**src/rtl/word_serializer.sv**
```systemverilog
// word_serializer: parallel-to-serial front end for the bit-stream FSM stages.
// Accepts a WIDTH-bit word on a valid/ready handshake and emits it MSB-first,
// one bit per clk, with first/last strobes and a wrapping completed-word count.
//
// Optional build macro: SER_GAP_EN
//   undefined : back-to-back words with no bubble (in_ready high on the last bit)
//   defined   : one GAP cycle after every word, ready only in IDLE/GAP
//
// state | meaning
// ------+-------------------------------------------------------------
// IDLE  | no word in flight; in_ready=1, ser_valid=0
// SHIFT | emitting bits WIDTH-1..0, one per cycle; busy=1, ser_valid=1
// GAP   | (SER_GAP_EN only) one idle cycle after a word; in_ready=1
module word_serializer #(
    parameter int WIDTH = 8,
    parameter int CNT_W = 16
) (
    input  logic             clk,
    input  logic             rst,
    input  logic [WIDTH-1:0] in_data,
    input  logic             in_valid,
    output logic             in_ready,
    output logic             ser_bit,
    output logic             ser_valid,
    output logic             ser_first,
    output logic             ser_last,
    output logic             busy,
    output logic [CNT_W-1:0] words_done
);

    localparam int BW = $clog2(WIDTH);

    typedef enum logic [1:0] {
        IDLE  = 2'd0,
        SHIFT = 2'd1,
        GAP   = 2'd2
    } state_t;

    state_t           state;
    logic [WIDTH-1:0] shreg;
    logic [BW-1:0]    cnt;
    logic             last_bit;
    logic             accept;

    // cnt is a down-counter of bits still to emit after the current one
    assign last_bit = (state == SHIFT) && (cnt == '0);

    // Ready depends on state/counter only, never on in_valid
    always_comb begin
        in_ready = 1'b0;
        case (state)
            IDLE:    in_ready = 1'b1;
`ifdef SER_GAP_EN
            SHIFT:   in_ready = 1'b0;
            GAP:     in_ready = 1'b1;
`else
            SHIFT:   in_ready = last_bit;
            GAP:     in_ready = 1'b0;
`endif
            default: in_ready = 1'b0;
        endcase
    end

    assign accept = in_valid && in_ready;

    // Main sequencer: load on accept, shift otherwise, strobes registered
    always_ff @(posedge clk) begin
        if (rst) begin
            state     <= IDLE;
            shreg     <= '0;
            cnt       <= '0;
            ser_bit   <= 1'b0;
            ser_valid <= 1'b0;
            ser_first <= 1'b0;
            ser_last  <= 1'b0;
            busy      <= 1'b0;
        end else if (accept) begin
            // MSB goes out directly; the register keeps the remaining bits
            state     <= SHIFT;
            ser_bit   <= in_data[WIDTH-1];
            shreg     <= {in_data[WIDTH-2:0], 1'b0};
            cnt       <= BW'(WIDTH - 1);
            ser_valid <= 1'b1;
            ser_first <= 1'b1;
            ser_last  <= 1'b0;
            busy      <= 1'b1;
        end else begin
            case (state)
                SHIFT: begin
                    if (cnt != '0) begin
                        ser_bit   <= shreg[WIDTH-1];
                        shreg     <= {shreg[WIDTH-2:0], 1'b0};
                        cnt       <= cnt - 1'b1;
                        ser_first <= 1'b0;
                        ser_last  <= (cnt == BW'(1));
                    end else begin
`ifdef SER_GAP_EN
                        state <= GAP;
`else
                        state <= IDLE;
`endif
                        ser_valid <= 1'b0;
                        ser_first <= 1'b0;
                        ser_last  <= 1'b0;
                        busy      <= 1'b0;
                    end
                end
                GAP: begin
                    state <= IDLE;
                end
                default: begin
                    state <= IDLE;
                end
            endcase
        end
    end

    // Completed-word counter: bumps on the edge that ends each ser_last cycle
    always_ff @(posedge clk) begin
        if (rst) begin
            words_done <= '0;
        end else if (last_bit) begin
            words_done <= words_done + 1'b1;
        end
    end

endmodule
```
**config.mk**
```make
export PLATFORM = sky130hd
export DESIGN_NAME = word_serializer
export DESIGN_NICKNAME = d
export VERILOG_FILES = /design/src/rtl/word_serializer.sv
export SDC_FILE = /design/constraint.sdc
export NUM_CORES = 1
export LEC_CHECK = 0
export BUFFER_PORTS_ARGS = -buffer_cell sky130_fd_sc_hd__buf_2
export CAP_MARGIN = 0
export CORE_MARGIN = 2
export CORE_UTILIZATION = 50
export DETAILED_ROUTE_END_ITERATION = 8
export PLACE_DENSITY = 0.75
export SLEW_MARGIN = 5
export SYNTH_ARGS = -nofsm -noshare
export SYNTH_HDL_FRONTEND = slang
export SYNTH_SLANG_ARGS = --single-unit
```
**constraint.sdc**
```tcl
create_clock -name clk -period 2.5 [get_ports clk]
set_clock_uncertainty 0.2 [all_clocks]
set_input_delay 0.5 -clock clk [delete_from_list [all_inputs] [get_ports clk]]
set_output_delay 0.5 -clock clk [all_outputs]
set_load 0.01 [all_outputs]
```
# Yosys cells after proc, flatten, opt, wreduce, memory -nomap -nowiden
# Index checks and enable logic that the tools add are counted.
# totals
input_bits	11
word_cells	42
output_inout_bits	22
regBits	31
# classes
muxes	19
n_reduce_logical	10
eq_ne	3
n_addsub	2
# ops
cell	count
$mux W8	3
$add A16 B1 Y16 const B	1
$mux W1	12
$mux W3	3
$reduce_and A2 Y1	2
$reduce_bool A2 Y1	2
$eq A3 B1 Y1 const B	1
$logic_not A3 Y1	1
$ne A3 B3 Y1 const B	1
$reduce_bool A3 Y1	1
$sub A3 B1 Y3 const B	1
$logic_and A1 B1 Y1	2
$logic_not A2 Y1	1
$ne A2 B2 Y1 const B	1
$pmux W1 S2	1
$reduce_or A2 Y1	1

# Logic depth before layout (Yosys ltp)
# logic_depth
ltp_word	6
ltp_mapped	10
mapped_depth_nobuf	7

# Worst setup path after synthesis
# Ideal clock, no wire load.
# synth_timing
path_type	flip-flop to output port
startpoint	register cnt[0]
endpoint	output in_ready
arrival_time_ns	1.438
setup_slack_ns	0.362
required_ns	1.800
path_stages_with_launch	9
path_buffers	3
path_cell_list	dfxtp_1 > inv_1 > ha_1 > ha_1 > buf_2 > nor2b_1 > buf_2 > inv_1 > buf_4
# synth_via
elab_chain_len	3
# synth_rtl
element	line_no	text
start: declaration	41	logic [BW-1:0] cnt;
start signal: assignment	82	cnt <= BW'(WIDTH - 1);
start signal: assignment	93	cnt <= cnt - 1'b1;
$logic_not A3 Y1	46	assign last_bit = (state == SHIFT) && (cnt == '0);
$logic_and A1 B1 Y1	46	
$pmux W1 S2	51	case (state)
end: declaration	22	output logic in_ready,
# Every way passes these cells.

# Final worst setup path
# Same ends and word-level chain as after synthesis.

==> impl_metrics.py <==
metrics = {
    "global_routing": {
        "grt_max_degree": 23,
        "grt_use_total": 0.185,
        "use_met1": 0.228,
        "grt_pass1_vias": 1116,
        "antenna_found_initial": 0,
        "use_met2": 0.286,
        "use_met3": 0.0748,
        "grt.busiest_layer": "met2",
        "grt.overflow.total": 0,
        "grt_pass1_wl_um": 4780,
    },
    "synth": {
        "synth_flop_cell": "dfxtp_1",
        "synthCells": 158,
        "synth-warning-count": 0,
        "syn_nets": 173,
        "netlist-cell-type-count": 29,
        "syn_avg_cell_area_um2": 9.05,
        "ys_seq_area_frac": 0.434,
        "synth_edf_count": 0,
        "ys_ff_latch": 31,
        "async_flop_share": 0,
        "syn_area_um2": 1430,
    },
    "clock_tree": {
        "cts_tree": "done",
        "cts.htree.levels": 2,
        "cts_resized": 0,
        "root_buffer": "clkbuf_4",
        "clkSinkCount": 31,
        "clkTransAtPathRegs_ps": 100,
        "ctsHoldBuffers": 0,
        "cts_buffers": 5,
        "clk_latency_ps": 330,
        "clockBufferDepth": 2,
        "postCtsSetupRepairBufs": 0,
    },
    "sta": {
        "tightest_slew_ps": 386,
        "hold_ws_ps": 266,
        "slew_headroom": 0.743,
        "setup-tns-final_ps": 0,
        "setup_ws_ps": 133,
        "rsz0062_at_grt": "false",
        "slew_viol_final": 0,
        "fmax_mhz": 422,
        "hold_violations": 0,
        "layout_min_cycle_time_ps": 2370,
        "finalCritPeriodShare": 0.947,
        "setup_viol": 0,
    },
    "cells_and_area": {
        "nets": 205,
        "final_cells": 222,
        "post-route-util": 0.617,
        "final_common_cell": "buf_2",
        "mostFrequentLayoutCells": "buf_2 (32), dfxtp_1 (31), nor2_1 (26)",
        "drive_gt1_frac": 0.272,
        "area_delta_synth_final_pct": 18.0,
        "final_area_um2": 1690,
        "fill_cells": 238,
        "antennaDiodeCount": 0,
    },
    "worst_setup_path": {
        "critical_path_class": "flop to output port",
        "reg2reg_from": "cnt[0]$_SDFFE_PP0P_",
        "crit_fanout": 9,
        "crit_slowest_cell": "dfxtp_1",
        "crit_path_start_kind": "flop",
        "crit_start": "cnt[0]$_SDFFE_PP0P_",
        "reg2reg_to": "words_done[9]$_SDFFE_PP0P_",
        "crit_chain": "inv_1 > ha_1 > ha_1 > nor2b_1 > inv_1 > buf_2",
        "max_stage_delay_ps": 390,
        "end_kind": "output port",
        "critical_path_required_ps": 1800,
        "cp.arrival_ps": 1670,
        "reg2regPathDepth": 7,
        "r2r_slack_ps": 350,
        "cp-endpoint": "in_ready",
    },
    "floorplanning": {
        "core_area_um2": 2730,
        "fp.dieH_um": 57.5,
        "die-area_um2": 3300,
        "io_pins": 33,
        "dieWidth_um": 57.5,
        "rows": 19,
        "initial_core_util": 0.523,
    },
    "placed_design": {
        "place_area_um2": 1600,
        "placed_cells": 214,
        "dp_hpwl_um": 1960,
        "portBuffers": 32,
        "routabilityCongestion": 0.783,
        "dpl_worst_slack_ps": 366,
    },
    "job": {
        "drv_cap": 0,
    },
    "detailed_routing": {
        "ant_nets": 0,
        "dr.pass1.iters": 4,
        "drt_iter0_drc": 82,
        "via_count": 1218,
        "routedWlPerCell_um": 12.4,
        "drc_errors": 0,
        "vias_per_cell": 5.49,
        "wl_um": 2760,
    },
    "power": {
        "power_mw": 1.07,
        "leakagePower_nw": 0.746,
        "vdd_drop_max_uv": 537,
        "power.density_nw_per_um2": 631,
    },
    "hold_path": {
        "hold_class": "primary input to flop",
    },
    "status": {
        "status": "complete, no violations",
    },
}
[registers in the layout (all words and copies together) (netlist names)]
name and count:
words_done 16, busy 1, cnt 3, ser_first 1, shreg 7, ser_bit 1
state 1, ser_last 1
[power by group]
group	internal [mW]	switching [mW]
clock	0.236	0.178
combinational	0.0499	0.0633
sequential	0.519	0.0188
total	0.806	0.260
[critical path, delay by kind of cell (launching register included)]
family                     cells  cell delay (ps)
DFF                            1              390
and+or+nand+nor                1              200
adders and majority gates      2              480
buffers and inverters          3              270
[cell families (layout without fill, tap and decap cells)]
kind of cell | count (synthesis) | in the layout | share of synthesized area
mux | 9 | 9 | 0.0665
simple gates | 65 | 65 | 0.252
flops | 31 | 31 | 0.434
xor+xnor | 9 | 9 | 0.0551
compound gates | 24 | 24 | 0.107
fa+ha+maj | 4 | 4 | 0.0350
buf+inv | 16 | 49 | 0.0507
[Yosys cell counts (4+ instances only)]
cell,count,share of area
clkbuf_1,4,0.010
nand2_1,5,0.013
nor2_1,26,0.068
a21oi_1,9,0.031
xnor2_1,7,0.043
dfxtp_1,31,0.43
nor4_1,4,0.017
nand3_1,4,0.014
ha_1,4,0.035
buf_2,4,0.014
a211oi_1,10,0.052
inv_1,6,0.016
nor3_1,9,0.031
mux2i_1,8,0.056
[area by class of cell]
type,instances,area (um2),share of cell area
multi-input combinational,111,737,0.437
clock buffer,6,51.3,0.0304
timing repair buffer,35,183,0.108
tap,31,38.8,0.0230
sequential,31,621,0.368
clock inverter,2,35.0,0.0208
inverter,6,22.5,0.0133
[metal layers]
layer  routed length, um  up-vias
met3                 163        4
li1                    -      616
met1                1280      569
met4                  25        0
met2                1300       29
met5                   0        -
[how the worst min path moves through the flow]
stage	from	endpoint	slack, ps	depth (start not counted)
2_1_floorplan	cnt[0]$_SDFFE_PP0P_	cnt[0]$_SDFFE_PP0P_	270	1
3_3_place_gp	cnt[0]$_SDFFE_PP0P_	cnt[0]$_SDFFE_PP0P_	290	1
3_5_place_dp	cnt[0]$_SDFFE_PP0P_	cnt[0]$_SDFFE_PP0P_	290	1
4_1_cts	in_data[0]	shreg[1]$_SDFFE_PP0P_	260	3
5_1_grt	in_data[5]	shreg[6]$_SDFFE_PP0P_	300	3
6_report	in_data[0]	shreg[1]$_SDFFE_PP0P_	270	3
(Power assumes the default switching activity.)
